===== src/rtl/add_tree_pkg.sv =====
// Shared types and width helper for the adder tree and its mean normaliser.
`timescale 1ns/1ps
package add_tree_pkg;

  typedef enum logic [1:0] {IDLE, DIV, ROUND, DONE} add_tree_mean_state_t;

  // Width of a sum of INPUTS words of WIDTH bits; the tree and the normaliser must agree.
  function automatic int add_tree_sum_width(input int width, input int inputs);
    return width + $clog2(inputs);
  endfunction

endpackage


===== src/rtl/add_tree_mean_div.sv =====
// Restoring divider by the constant INPUTS, one quotient bit per clock, MSB first.
`timescale 1ns/1ps
module add_tree_mean_div #(
  parameter int SW     = 11,
  parameter int INPUTS = 5,
  parameter int RW     = $clog2(INPUTS) + 1
) (
  input  logic          clk,
  input  logic          reset,
  input  logic          start,
  input  logic [SW-1:0] magnitude,
  output logic          done,
  output logic [SW-1:0] quotient,
  output logic [RW-1:0] remainder
);

  localparam int CW = (SW > 1) ? $clog2(SW) : 1;
  localparam logic [RW:0] K = (RW+1)'(INPUTS);

  logic [SW-1:0] mag_q;
  logic [CW-1:0] cnt_q;
  logic          busy_q;
  logic [RW:0]   trial;
  logic          take;

  // One extra bit so the shifted partial remainder never overflows, even for INPUTS=1.
  assign trial = {remainder, mag_q[cnt_q]};
  assign take  = trial >= K;
  assign done  = busy_q && (cnt_q == '0);

  always_ff @(posedge clk or negedge reset) begin
    if (!reset) begin
      mag_q     <= '0;
      cnt_q     <= '0;
      busy_q    <= 1'b0;
      quotient  <= '0;
      remainder <= '0;
    end else if (start) begin
      mag_q     <= magnitude;
      cnt_q     <= CW'(SW - 1);
      busy_q    <= 1'b1;
      quotient  <= '0;
      remainder <= '0;
    end else if (busy_q) begin
      remainder <= take ? RW'(trial - K) : trial[RW-1:0];
      quotient  <= (quotient << 1) | SW'(take);
      if (cnt_q == '0) busy_q <= 1'b0;
      else             cnt_q  <= cnt_q - 1'b1;
    end
  end

endmodule


===== src/rtl/add_tree_mean.sv =====
// Sequential mean of an adder-tree sum: sum / INPUTS, rounded half away from zero.
`timescale 1ns/1ps
module add_tree_mean
  import add_tree_pkg::*;
#(
  parameter int WIDTH  = 8,
  parameter int INPUTS = 5,
  parameter int SW     = add_tree_sum_width(WIDTH, INPUTS)
) (
  input  logic             clk,
  input  logic             reset,
  input  logic             i_signed,
  input  logic [SW-1:0]    i_data,
  input  logic             i_valid,
  output logic             i_ready,
  output logic             o_signed,
  output logic [WIDTH-1:0] o_data,
  output logic             o_valid,
  input  logic             o_ready
);

  localparam int RW = $clog2(INPUTS) + 1;
  localparam logic [RW:0] K = (RW+1)'(INPUTS);

  add_tree_mean_state_t state_q, state_d;

  logic          start, neg_in, neg_q, div_done, round_up;
  logic [SW-1:0] mag, div_q, q_rnd;
  logic [RW-1:0] div_rem;

  assign i_ready = (state_q == IDLE);
  assign o_valid = (state_q == DONE);
  assign start   = i_ready & i_valid;
  assign neg_in  = i_signed & i_data[SW-1];
  // Negation mod 2^SW keeps the most negative sum exact as an unsigned magnitude.
  assign mag     = neg_in ? (-i_data) : i_data;

  add_tree_mean_div #(.SW(SW), .INPUTS(INPUTS), .RW(RW)) u_div (
    .clk       (clk),
    .reset     (reset),
    .start     (start),
    .magnitude (mag),
    .done      (div_done),
    .quotient  (div_q),
    .remainder (div_rem)
  );

  assign round_up = {div_rem, 1'b0} >= K;
  assign q_rnd    = div_q + SW'(round_up);

  always_comb begin
    state_d = state_q;
    case (state_q)
      IDLE:    if (i_valid)  state_d = DIV;
      DIV:     if (div_done) state_d = ROUND;
      ROUND:                 state_d = DONE;
      DONE:    if (o_ready)  state_d = IDLE;
      default:               state_d = IDLE;
    endcase
  end

  always_ff @(posedge clk or negedge reset) begin
    if (!reset) begin
      state_q  <= IDLE;
      neg_q    <= 1'b0;
      o_signed <= 1'b0;
      o_data   <= '0;
    end else begin
      state_q <= state_d;
      if (start) begin
        o_signed <= i_signed;
        neg_q    <= neg_in;
      end
      // Rounding on the magnitude then negating gives half-away-from-zero for both signs.
      if (state_q == ROUND)
        o_data <= neg_q ? WIDTH'(-q_rnd) : WIDTH'(q_rnd);
    end
  end

endmodule


===== config.mk =====
export PLATFORM = sky130hd
export DESIGN_NAME = add_tree_mean
export DESIGN_NICKNAME = d
export VERILOG_FILES = /design/src/rtl/add_tree_pkg.sv /design/src/rtl/add_tree_mean_div.sv /design/src/rtl/add_tree_mean.sv
export SDC_FILE = /design/constraint.sdc
export NUM_CORES = 1
export LEC_CHECK = 0
export ABC_AREA = 0
export ABC_CLOCK_PERIOD_IN_PS = 3570
export CORE_MARGIN = 8
export CORE_UTILIZATION = 50
export CTS_CLUSTER_SIZE = 20
export DETAILED_ROUTE_END_ITERATION = 10
export PLACE_DENSITY = 0.75
export SLEW_MARGIN = 25
export SYNTH_ARGS = -nofsm -noshare
export SYNTH_HDL_FRONTEND = slang
export SYNTH_SLANG_ARGS = --single-unit

===== constraint.sdc =====
create_clock -name clk -period 3.57 [get_ports clk]
set_clock_uncertainty 0.1 [all_clocks]
set_input_delay 0.5355 -clock clk [delete_from_list [all_inputs] [get_ports clk]]
set_output_delay 0.5355 -clock clk [all_outputs]
set_load 0.05 [all_outputs]

==> results.md <==
- TNS Setup: 0 ns
- Synth Warn #: 0
- Leak Pwr: ~1.3 nW
- Post-route clock period utilization: between 70 and 80%
- Routed Antenna Nets: 0
- Sink Count: 40
- Dpl ws: about 0.90 ns
- P&R area growth vs syn: 15.1%
- Critical Path Start: u_div.remainder[2]
- Critical setup path kind: reg -> reg
- Area contributors post-synth: dfrtp_1 40%, nand2_1 5.9%, ha_1 5.5%
- Peak supply drop: 0.432 mV
- Distinct cells, synth: 52
- Synthesized flop and latch total: 40
- Grt ovf: 0
- R2R Path End: o_data[5]
- Max Cap Violations: 0
- Minimum clock period after layout: 2.74 ns
- WL final: around 4800 um
- TritonCTS clock tree: yes
- Filler-free cell count of the finished design: 360
- Row count: 25
- First-pass GRT wire length: 8670 um
- Pwr Total: roughly 2.8 mW
- Fraction of layout cells with a size suffix above 1: about 7%
- Crit path launch type: flop
- Worst setup EP type: flop
- Hold Buf Count CTS: 0
- Arrival time worst endpoint: 2.83 ns
- CP Max Fanout: 6
- 1st-pass router iterations: 4
- Largest net degree at the start of global routing: 41
- Crit path to: o_data[5]
- Aggregate global-route resource usage: between 10% and 20%
- Port-buffer cells: 26
- Total setup buffers inserted after CTS: 0
- Placer congestion estimate: approximately 0.84
- Async SR Flop Fraction: between 90% and 100%
- PwrDens: around 1000 nW/um2
- Vias/cell: 5.23
- Nets: roughly 320
- Max Clk Rate: 365 MHz
- R2R Setup Slk: ~0.83 ns
- Area share of the leading cell type in the synthesized netlist: between 40% and 50%
- Detailed-route via count: ~1900
- Vias in the first global route: slightly below 2000
- Dpl hpwl: between 3000 and 4000 um
- DR DRC count: 0
- Number of setup violations in the final report: 0
- # diodes: 0
- Antenna violations before repair: 0
- Post-synth EDFFs: 0
- DRT iter0 DRCs: 89
- Final Hold Vio Count: 0
- Clk pin slew, worst setup/hold paths: about 0.080 ns
- Clock root buffer: clkbuf_8
- Sequential element share of the synthesized area: between 40% and 50%
- Setup WS post-layout: roughly 0.83 ns
- Cells after Synth: about 270
- Initial Util: a little over half
- Status: completed
- Worst Reg-to-Reg Cells: 9
- Mapped Avg Cell Area: 9.13 um2
- H-tree depth: 2
- Post-synth top area cell: dfrtp_1
- RSZ-0062 raised after global routing: false
- Syn_nets: 299
- Hold Crit Class: in -> async
- Worst Path Required: 3.65 ns
- Drt wl/cell: 13.3 um
- Worst-Skew Late Latency: around 0.30 ns
- Die ar.: 7480 um2
- Dpl cells: between 300 and 400
- Core Region: between 4000 and 5000 um2
- Worst-margin pin slew: roughly 0.88 ns
- CTS Buffer Depth: 2
- RR Startpoint: u_div.remainder[2]
- # IOs: 27
- Max-slew violations: 0
- Area of the mapped netlist: between 2000 and 2500 um2
- TritonCTS Buffers: 5
- Hold WS: between 0.2 and 0.25 ns
- Ys flop type: dfrtp_1
- DIE WIDTH: around 86 um
- Die Y: just under 90 um
- Slew headroom: between 40% and 50%
- Post-CTS Resized: 0
==> power by group <==
part           switching (mW)  total, mW  internal (mW)  leakage [nW]
combinational           0.859       1.54          0.679         0.726
clock                   0.155      0.312          0.158        0.0455
sequential              0.266      0.938          0.672         0.495
total                    1.28       2.79           1.51          1.27
==> layout make-up <==
| type | count | area [um2] |
|---|---|---|
| Clock buffer | 8 | 90.1 |
| Timing Repair Buffer | 27 | 263 |
| Inverter | 16 | 60.1 |
| Multi-Input combinational cell | 202 | 1360 |
| Sequential cell | 40 | 1000 |
| Tap cell | 67 | 83.8 |
| Fill cell | 431 | 1900 |
==> worst max-delay path, stage by stage (launching register included) <==
cell,delay [ns]
dfrtp_1,0.43
nor2_1,0.26
nand2_1,0.10
ha_1,0.24
ha_1,0.27
xor2_1,0.19
or3_4,0.37
o31ai_4,0.31
xnor2_1,0.11
mux2_4,0.26
==> cells in the mapped netlist (3+ instances only) <==
library cell,n
nor2_1,22
nand2_1,39
nand4_1,3
mux2_2,4
xor2_1,6
a21oi_1,7
xnor2_1,15
inv_1,16
nand3_1,7
dfrtp_1,40
nor2b_1,4
ha_1,11
nor3_1,6
mux2i_1,13
nand2b_1,3
clkbuf_1,11
o21ai_0,24
==> placed cells by master (no fill, tap or decap), drive strengths merged, types with 3 or more instances in the layout <==
cell type      count
dfrtp             40
nand2             39
clkdlybuf4s50     25
o21ai             25
nor2              22
inv               16
xnor2             15
mux2i             13
ha                11
clkbuf             8
nand3              7
a21oi              7
xor2               6
nor3               6
mux2               5
nor2b              4
nand2b             3
nand4              3
and2               3
or3                3
==> routing by layer <==
metal  GRT usage [%]  vias up  share of wire [%]
met4            6.10        0                1.6
met5               0        -                  0
met2            24.1       24                 49
li1                -      974                  -
met3            3.69        7                3.2
met1            17.1      879                 46
==> flip-flops by register name (all words and copies together), names as in the netlist <==
register         flops
o_data               8
neg_q                1
u_div.mag_q         11
u_div.busy_q         1
u_div.remainder      4
u_div.quotient       8
o_signed             1
u_div.cnt_q          4
state_q              2
==> how the worst min path moves through the flow <==
stage / slack (ns) / to / startpoint
5_1_grt: 0.33 / u_div.quotient[5] / reset
4_1_cts: 0.28 / u_div.remainder[2] / reset
3_5_place_dp: 0.37 / u_div.mag_q[10] / u_div.mag_q[10]
3_3_place_gp: 0.36 / u_div.mag_q[3] / u_div.mag_q[3]
2_1_floorplan: 0.14 / neg_q / reset
6_report: 0.24 / u_div.mag_q[5] / reset
==> through the flow <==
step	cell area [um2]	utilization [%]
after floorplan	2480	-
after global placement	2770	58.2
after detailed placement	2770	58.2
after CTS	2860	60.1
after global routing	2860	60.1
final	2860	60.1
==> logic make-up (layout without fill, tap and decap cells) <==
logic type      count (synthesis)  count (layout)  synth area share [%]
simple gates                   99              99                  19.5
compound gates                 53              53                  14.7
flops                          40              40                  40.3
buf+inv                        30              51                  4.89
xor+xnor                       21              21                  7.41
mux                            18              18                  7.66
fa+ha+maj                      11              11                  5.54
Note: power is estimated with default switching activity, not from simulation.
